**src/rtl/restoring_divider_4bit_pkg.sv**
```systemverilog
// rtl/restoring_divider_4bit_pkg.sv - shared constants and state encoding for the restoring divider
package restoring_divider_4bit_pkg;

    localparam int DIV_W = 4;

    // Quotient reported when the divisor is zero (all ones, like a saturated result)
    localparam logic [DIV_W-1:0] DBZ_QUOTIENT = 4'hF;

    // Index of the last iteration; the counter runs down from here to zero
    localparam logic [1:0] LAST_ITER = 2'd3;

    typedef enum logic [1:0] {
        ST_IDLE = 2'd0,
        ST_CALC = 2'd1,
        ST_DONE = 2'd2
    } div_state_t;

endpackage

```
**src/rtl/borrow_lookahead_subtractor_5bit.sv**
```systemverilog
// rtl/borrow_lookahead_subtractor_5bit.sv - 5-bit a-b with lookahead borrow chain, borrow-in tied to 0
module borrow_lookahead_subtractor_5bit (
    input  logic [4:0] a,
    input  logic [4:0] b,
    output logic [4:0] diff,
    output logic       bout
);

    logic [4:0] g;
    logic [4:0] p;
    logic [5:0] borrow;
    logic       term;
    logic       acc;

    assign g = ~a & b;
    assign p = ~(a ^ b);

    // Each borrow is the OR of every lower generate propagated through the bits above it
    always_comb begin
        borrow = '0;
        term   = 1'b0;
        acc    = 1'b0;
        for (int i = 0; i < 5; i++) begin
            acc = 1'b0;
            for (int j = 0; j <= i; j++) begin
                term = g[j];
                for (int k = j + 1; k <= i; k++) begin
                    term = term & p[k];
                end
                acc = acc | term;
            end
            borrow[i+1] = acc;
        end
    end

    assign diff = a ^ b ^ borrow[4:0];
    assign bout = borrow[5];

endmodule

```
**src/rtl/restoring_divider_4bit.sv**
```systemverilog
// rtl/restoring_divider_4bit.sv - multi-cycle 4-bit unsigned restoring divider, one quotient bit per clock
module restoring_divider_4bit
    import restoring_divider_4bit_pkg::*;
(
    input  logic             clk,
    input  logic             rst_n,
    input  logic             enable,
    input  logic             start,
    input  logic [DIV_W-1:0] dividend,
    input  logic [DIV_W-1:0] divisor,
    output logic             busy,
    output logic             done,
    output logic [DIV_W-1:0] quotient,
    output logic [DIV_W-1:0] remainder,
    output logic             div_by_zero
);

    div_state_t       state;
    div_state_t       state_next;
    logic [DIV_W-1:0] q_work;
    logic [DIV_W-1:0] r_work;
    logic [DIV_W-1:0] d_reg;
    logic [1:0]       count;

    logic [4:0]       trial;
    logic             trial_borrow;
    logic             restore;
    logic [DIV_W-1:0] q_iter;
    logic [DIV_W-1:0] r_iter;

    borrow_lookahead_subtractor_5bit u_trial_sub (
        .a    ({r_work, q_work[DIV_W-1]}),
        .b    ({1'b0, d_reg}),
        .diff (trial),
        .bout (trial_borrow)
    );

    // A negative trial shows up both as borrow-out and as trial[4]; either one means restore
    assign restore = trial_borrow | trial[4];
    assign r_iter  = restore ? {r_work[DIV_W-2:0], q_work[DIV_W-1]} : trial[DIV_W-1:0];
    assign q_iter  = {q_work[DIV_W-2:0], ~restore};

    always_comb begin
        state_next = state;
        unique case (state)
            ST_IDLE: begin
                if (start) begin
                    state_next = (divisor == '0) ? ST_DONE : ST_CALC;
                end
            end
            ST_CALC: begin
                if (count == 2'd0) begin
                    state_next = ST_DONE;
                end
            end
            ST_DONE: state_next = ST_IDLE;
            default: state_next = ST_IDLE;
        endcase
    end

    always_ff @(posedge clk or negedge rst_n) begin
        if (!rst_n) begin
            state <= ST_IDLE;
            busy  <= 1'b0;
            done  <= 1'b0;
        end else if (enable) begin
            state <= state_next;
            busy  <= (state_next != ST_IDLE);
            done  <= (state_next == ST_DONE);
        end
    end

    always_ff @(posedge clk or negedge rst_n) begin
        if (!rst_n) begin
            q_work      <= '0;
            r_work      <= '0;
            d_reg       <= '0;
            count       <= 2'd0;
            quotient    <= '0;
            remainder   <= '0;
            div_by_zero <= 1'b0;
        end else if (enable) begin
            unique case (state)
                ST_IDLE: begin
                    if (start) begin
                        if (divisor == '0) begin
                            quotient    <= DBZ_QUOTIENT;
                            remainder   <= dividend;
                            div_by_zero <= 1'b1;
                        end else begin
                            q_work      <= dividend;
                            d_reg       <= divisor;
                            r_work      <= '0;
                            count       <= LAST_ITER;
                            div_by_zero <= 1'b0;
                        end
                    end
                end
                ST_CALC: begin
                    q_work <= q_iter;
                    r_work <= r_iter;
                    if (count == 2'd0) begin
                        quotient  <= q_iter;
                        remainder <= r_iter;
                    end else begin
                        count <= count - 2'd1;
                    end
                end
                default: ;
            endcase
        end
    end

endmodule

```
**config.mk**
```make
export PLATFORM = sky130hd
export DESIGN_NAME = restoring_divider_4bit
export DESIGN_NICKNAME = d
export VERILOG_FILES = /design/src/rtl/restoring_divider_4bit_pkg.sv /design/src/rtl/borrow_lookahead_subtractor_5bit.sv /design/src/rtl/restoring_divider_4bit.sv
export SDC_FILE = /design/constraint.sdc
export NUM_CORES = 1
export LEC_CHECK = 0
export BUFFER_PORTS_ARGS = -buffer_cell sky130_fd_sc_hd__buf_2
export CELL_PAD_IN_SITES_DETAIL_PLACEMENT = 1
export CELL_PAD_IN_SITES_GLOBAL_PLACEMENT = 1
export CORE_AREA = 3 3 66 68
export CTS_BUF_LIST = sky130_fd_sc_hd__clkbuf_8
export DETAILED_ROUTE_END_ITERATION = 10
export DIE_AREA = 0 0 69 71
export PLACE_DENSITY = 0.84
export SLEW_MARGIN = 20
export SYNTH_ARGS = -nofsm -noshare
export SYNTH_HDL_FRONTEND = slang
export SYNTH_SLANG_ARGS = --single-unit
```
**constraint.sdc**
```tcl
create_clock -name clk -period 2.3 [get_ports clk]
set_clock_uncertainty 0.05 [all_clocks]
set_input_delay 0.23 -clock clk [delete_from_list [all_inputs] [get_ports clk]]
set_output_delay 0.23 -clock clk [all_outputs]
set_load 0.005 [all_outputs]
```
# --- Word-level counts from Yosys, hierarchy flattened ---
# Cells that the tools add are included.
totals:
  wordCells: 80
  out_inout_bits: 11
  inputBits: 12
  register_bits: 27
classes:
  n_addsub: 1
  n_mux: 24
  n_bitwise: 28
  eq_ne: 7
  n_reduce_logical: 10
ops:
  columns: ["op", "count"]
  rows:
  - ["4-bit 2-to-1 mux", 11]
  - ["4-bit one-hot mux with 2 select lines", 4]
  - ["2-bit 2-to-1 mux", 6]
  - ["1-bit bitwise OR", 11]
  - ["1-bit bitwise AND", 10]
  - ["2-bit != test (second input constant)", 5]
  - ["5-bit NOT", 2]
  - ["5-bit AND reduction", 2]
  - ["2-bit one-hot mux with 2 select lines", 2]
  - ["4-bit AND reduction", 2]
  - ["5-bit by 4-bit bitwise AND with 5-bit output", 1]
  - ["5-bit by 4-bit bitwise XOR with 5-bit output", 1]
  - ["5-bit bitwise XOR", 1]
  - ["2-bit logical NOT", 2]
  - ["4-bit logical NOT", 1]
  - ["2-bit nonzero test", 2]
  - ["3-bit AND reduction", 1]
  - ["2-bit by 1-bit == test with 1-bit output (second input constant)", 1]
  - ["2-bit == test (second input constant)", 1]
  - ["1-bit NOT", 2]
  - ["2-bit by 1-bit subtractor with 2-bit output (second input constant)", 1]
  - ["1-bit 2-to-1 mux", 1]

# --- Longest topological paths before layout ---
depth:
  word_depth: 14
  mapped_depth: 9
  depth_no_buf: 9

# --- Cells and area by module ---
# From an unflattened synthesis, not the netlist that was laid out.
unflattened:
  hier_cells: 141
  hier_area_um2: 1546.5
by_module_without_submodules:
  columns: ["module", "instances", "cells_per_inst", "seq_area_each_um2", "area_each_um2"]
  rows:
  - ["restoring_divider_4bit", 1, 118, 675.6, 1363.8]
  - ["borrow_lookahead_subtractor_5bit", 1, 23, 0.0, 182.7]

# --- Worst setup path before layout ---
# No wires, ideal clock.
synth_path:
  path_type: "register to register"
  from: "register r_work[0]"
  to: "register r_work[0]"
  arrival_ps: 1966
  stages_incl_launch_ff: 9
  required_time_ps: 2158
  path_buffers: 0
  setup_time_ps: 92
  synth_period_minus_slack_ps: 2108
  slack_ps: 192
  path_cell_list: "dfrtp_1 > inv_1 > ha_1 > ha_1 > o211ai_1 > nand2_2 > xor2_4 > mux2_4 > o31ai_2"
synth_between:
  elab_chain_len: 13
  word_cells_on_any_way: 22
  classes_between: "2 x mux; 20 x bitwise"
synth_rtl:
  columns: ["element", "line_no", "text"]
  rows:
  - ["start, declared", "restoring_divider_4bit.sv:21", "logic [DIV_W-1:0] r_work;"]
  - ["start signal, assigned", "restoring_divider_4bit.sv:101", "r_work <= r_iter;"]
  - ["5-bit by 4-bit bitwise XOR with 5-bit output", "borrow_lookahead_subtractor_5bit.sv:16", "assign p = ~(a ^ b);"]
  - ["5-bit NOT", "borrow_lookahead_subtractor_5bit.sv:16", null]
  - ["1-bit bitwise AND (4 in series)", "borrow_lookahead_subtractor_5bit.sv:28", "term = term & p[k];"]
  - ["1-bit bitwise OR (4 in series)", "borrow_lookahead_subtractor_5bit.sv:30", "acc = acc | term;"]
  - ["1-bit bitwise OR *", "restoring_divider_4bit.sv:39", "assign restore = trial_borrow | trial[4];"]
  - ["4-bit 2-to-1 mux *", "restoring_divider_4bit.sv:40", "assign r_iter = restore ? {r_work[DIV_W-2:0], q_work[DIV_W-1]} : trial[DIV_W-1:0];"]
  - ["4-bit one-hot mux with 2 select lines *", "restoring_divider_4bit.sv:83", "unique case (state)"]
# Mark *: on every way between the ends. The rest lies on a longest branch, timed or not.
# A chain may end at the register's enable or synchronous reset.

# --- Worst setup path after layout ---
layout_path:
  from: "register q_work[3]"
  to: "register remainder[2]"
layout_between:
  elab_chain_len: 14
  word_cells_on_any_way: 19
  classes_between: "3 x mux; 16 x bitwise"
layout_rtl:
  columns: ["element", "line_no", "text"]
  rows:
  - ["start, declared", "restoring_divider_4bit.sv:20", "logic [DIV_W-1:0] q_work;"]
  - ["start signal, assigned", "restoring_divider_4bit.sv:91", "q_work <= dividend;"]
  - ["start signal, assigned", "restoring_divider_4bit.sv:100", "q_work <= q_iter;"]
  - ["5-bit NOT *", "borrow_lookahead_subtractor_5bit.sv:15", "assign g = ~a & b;"]
  - ["5-bit by 4-bit bitwise AND with 5-bit output *", "borrow_lookahead_subtractor_5bit.sv:15", null]
  - ["1-bit bitwise AND *", "borrow_lookahead_subtractor_5bit.sv:28", null]
  - ["1-bit bitwise AND (3 in series)", "borrow_lookahead_subtractor_5bit.sv:28", null]
  - ["1-bit bitwise OR (4 in series)", "borrow_lookahead_subtractor_5bit.sv:30", null]
  - ["1-bit bitwise OR", "restoring_divider_4bit.sv:39", null]
  - ["4-bit 2-to-1 mux *", "restoring_divider_4bit.sv:40", null]
  - ["4-bit 2-to-1 mux *", "restoring_divider_4bit.sv:102", "if (count == 2'd0) begin"]
  - ["4-bit one-hot mux with 2 select lines *", "restoring_divider_4bit.sv:83", null]
  - ["end signal, assigned", "restoring_divider_4bit.sv:88", "remainder <= dividend;"]
  - ["end signal, assigned", "restoring_divider_4bit.sv:104", "remainder <= r_iter;"]
  - ["end, declared", "restoring_divider_4bit.sv:14", "output logic [DIV_W-1:0] remainder,"]
# Mark *: on every way between the ends. The rest lies on a longest branch, timed or not. The select of a mux whose other input is x is not followed.

==> reports/metrics.yaml <==
yosys_register_bits: 27
fin_crit_sh: 0.962
cts_tree: "done"
grt_usage: 0.158
startpoint_type: "register"
synth.avg_cell_area_um2: 9.53
grt_pass1_wl_um: 6330
clk_pin_slew_ns: 0.10
fmax_mhz: 452
path_class: "register to register"
dpl.hpwl_um: 2820
ir_worst_vdd_v: 0.000496
yosysWarningCount: 0
ioPinCount: 23
firstDrtPassIters: 3
die_w_um: 69
fin_cells: 239
htreeDepth: 1
synthFlopType: "dfrtp_1"
p_leak_uw: 0.000869
arrival_ns: 2.33
hold_viol: 0
cts_buffer_depth: 2
critPathCaptureType: "register"
hold_path_class: "primary input to register"
syn_inst: 163
gp_congestion: 0.811
overflow: 0
grt_max_degree: 28
rows: 23
p_seq_frac: 0.335
cts_sinks: 27
place_area_um2: 1720
p_clk_frac: 0.116
final_nets: 209
min_period_ns: 2.21
finalInstanceArea_um2: 1800
cts-root-buf: "clkbuf_8"
drc: 0
syn_nets: 182
worst_ep_required_time_ns: 2.42
tightest_slew_ns: 0.617
p_comb_frac: 0.549
dpl.cell_count: 233
die_area_um2: 4900
setup_tns_ns: 0
cts_buffers: 3
worst-path-max-fanout: 3
synth_cell_types: 47
wl_per_cell_um: 15.7
routed_via_density: 5.31
async_flop_share: 1.00
setup_viol: 0
insertedDiodeCount: 0
clock_latency_ns: 0.28
drt-total-wl_um: 3750
fin_util: 0.461
swShare: 0.432
fill_cells: 494
initial_core_util: 0.397
slew_viol_final: 0
drive_gt1_frac: 0.243
max_slew_margin: 0.588
p_sw_uw: 1060
syn-cell-area_um2: 1550
grt_pass1_vias: 1381
synth_edf_count: 0
seq_area_frac_synth: 0.435
status: "complete, no violations"
drt_iter0_drc: 22
coreArea_um2: 3910
antenna_found_initial: 0
maxCapViolations: 0
ant_nets: 0
chipHeight_um: 71
pwr_density_cell_nw_per_um2: 1360
syn_to_final_growth_pct: 16.1
p_int_uw: 1400
vias: 1270
port_buffers: 22
[timing repair]
action / 4_1_cts / 5_1_grt
setup buffers: 0 / 1
gates resized for setup: 0 / 5
endpoints found under the setup margin: 0 / 3
hold buffers: 1 / 0
hold endpoints to repair: 27 / 0
[layout by cell type, fill, tap and decap left out, types with 2 or more instances in the layout]
cell | netlist | layout
clkbuf_8 | 0 | 3
ha_1 | 6 | 5
or3_1 | 3 | 3
a21oi_1 | 13 | 13
mux2_2 | 2 | 2
a22o_1 | 2 | 2
o31ai_1 | 4 | 4
nand3b_1 | 2 | 2
a211oi_1 | 2 | 2
buf_4 | 2 | 5
buf_2 | 3 | 22
nand2_1 | 19 | 19
nand2b_1 | 2 | 2
nor2_1 | 16 | 16
dfrtp_1 | 27 | 27
o21ai_1 | 1 | 2
o21ai_0 | 6 | 5
inv_1 | 10 | 9
a31oi_1 | 2 | 2
mux2i_1 | 4 | 4
nor3_1 | 2 | 2
nand3_1 | 5 | 5
nor2b_1 | 2 | 2
a21o_1 | 4 | 4
[critical path, stage by stage, from the launching register on]
cell     delay [ns]
dfrtp_1        0.42
inv_2          0.09
ha_2           0.18
inv_1          0.06
fa_1           0.39
xor2_1         0.21
and3_1         0.20
o21ai_1        0.15
nand3_1        0.09
mux2_2         0.26
[power groups by stage]
stage               registers, uW  logic [uW]  clock network (uW)
floorplan                     782         959                   0
global placement              818        1190                   0
detailed placement            836        1280                   0
CTS                           827        1290                 294
global route                  857        1510                 315
finish                        824        1350                 286
[cell families (layout without fill, tap and decap cells)]
logic type | after synthesis | after routing | share of synthesized area
muxes | 7 | 7 | 0.0499
and+or+nand+nor | 60 | 60 | 0.197
DFF | 27 | 27 | 0.435
AOI/OAI and AO/OA | 44 | 44 | 0.188
adders and majority gates | 7 | 7 | 0.0612
buffers and inverters | 16 | 42 | 0.0459
xor gates and xnor gates | 2 | 2 | 0.0234
[cells in the mapped netlist, drive strengths merged (2+ instances only)]
master	count	area [um2]
a211oi	2	15.0
a21o	5	38.8
a21oi	13	65.1
a22o	2	17.5
a31oi	2	12.5
and2	2	13.8
buf	5	30.0
dfrtp	27	676
ha	6	75.1
inv	10	37.5
mux2	3	37.5
mux2i	4	40.0
nand2	20	77.6
nand2b	2	12.5
nand3	5	25.0
nand3b	2	15.0
nor2	17	71.3
nor2b	2	12.5
nor3	2	10.0
nor4	2	27.5
o21ai	8	43.8
o31ai	5	42.5
or3	3	18.8
xor2	2	36.3
[routing by layer]
| layer | GRT usage | part of all wire |
|---|---|---|
| met3 | 0.0199 | 0.019 |
| met4 | 0.0586 | 0.020 |
| met1 | 0.185 | 0.44 |
| met5 | 0 | 0 |
| met2 | 0.296 | 0.52 |
[per-stage QoR]
stage / hold WS, ns / setup WS, ns / power (uW)
6_report: 0.112 / 0.0864 / 2460
5_1_grt: 0.127 / -0.0316 / 2680
4_1_cts: 0.113 / 0.0566 / 2410
3_5_place_dp: 0.232 / 0.0835 / 2110
3_3_place_gp: 0.216 / 0.194 / 2010
2_1_floorplan: -0.116 / 0.192 / 1740
[layout make-up]
cell class | instances | area, um2 | area share
Multi-Input combinational cell | 120 | 822 | 0.456
Timing Repair Buffer | 28 | 158 | 0.0874
Clock inverter | 1 | 7.51 | 0.00416
Inverter | 10 | 37.5 | 0.0208
Tap cell | 50 | 62.6 | 0.0347
Sequential cell | 27 | 676 | 0.374
Clock buffer | 3 | 41.3 | 0.0229
[worst paths after layout]
check                                 startpoint  cells after the start                  endpoint  slack (ns)
max in group asynchronous                  rst_n                      2     r_work[0]$_DFFE_PN0P_        1.35
min                                       enable                      2      state[0]$_DFFE_PN0P_        0.11
max                        q_work[3]$_DFFE_PN0P_                      9  remainder[2]$_DFFE_PN0P_        0.09
min reg2reg                 d_reg[3]$_DFFE_PN0P_                      2      d_reg[3]$_DFFE_PN0P_        0.45
max reg2reg                q_work[3]$_DFFE_PN0P_                      9  remainder[2]$_DFFE_PN0P_        0.09
min in group asynchronous                  rst_n                      2  remainder[1]$_DFFE_PN0P_        0.44
Note: power is estimated with default switching activity, not from simulation.
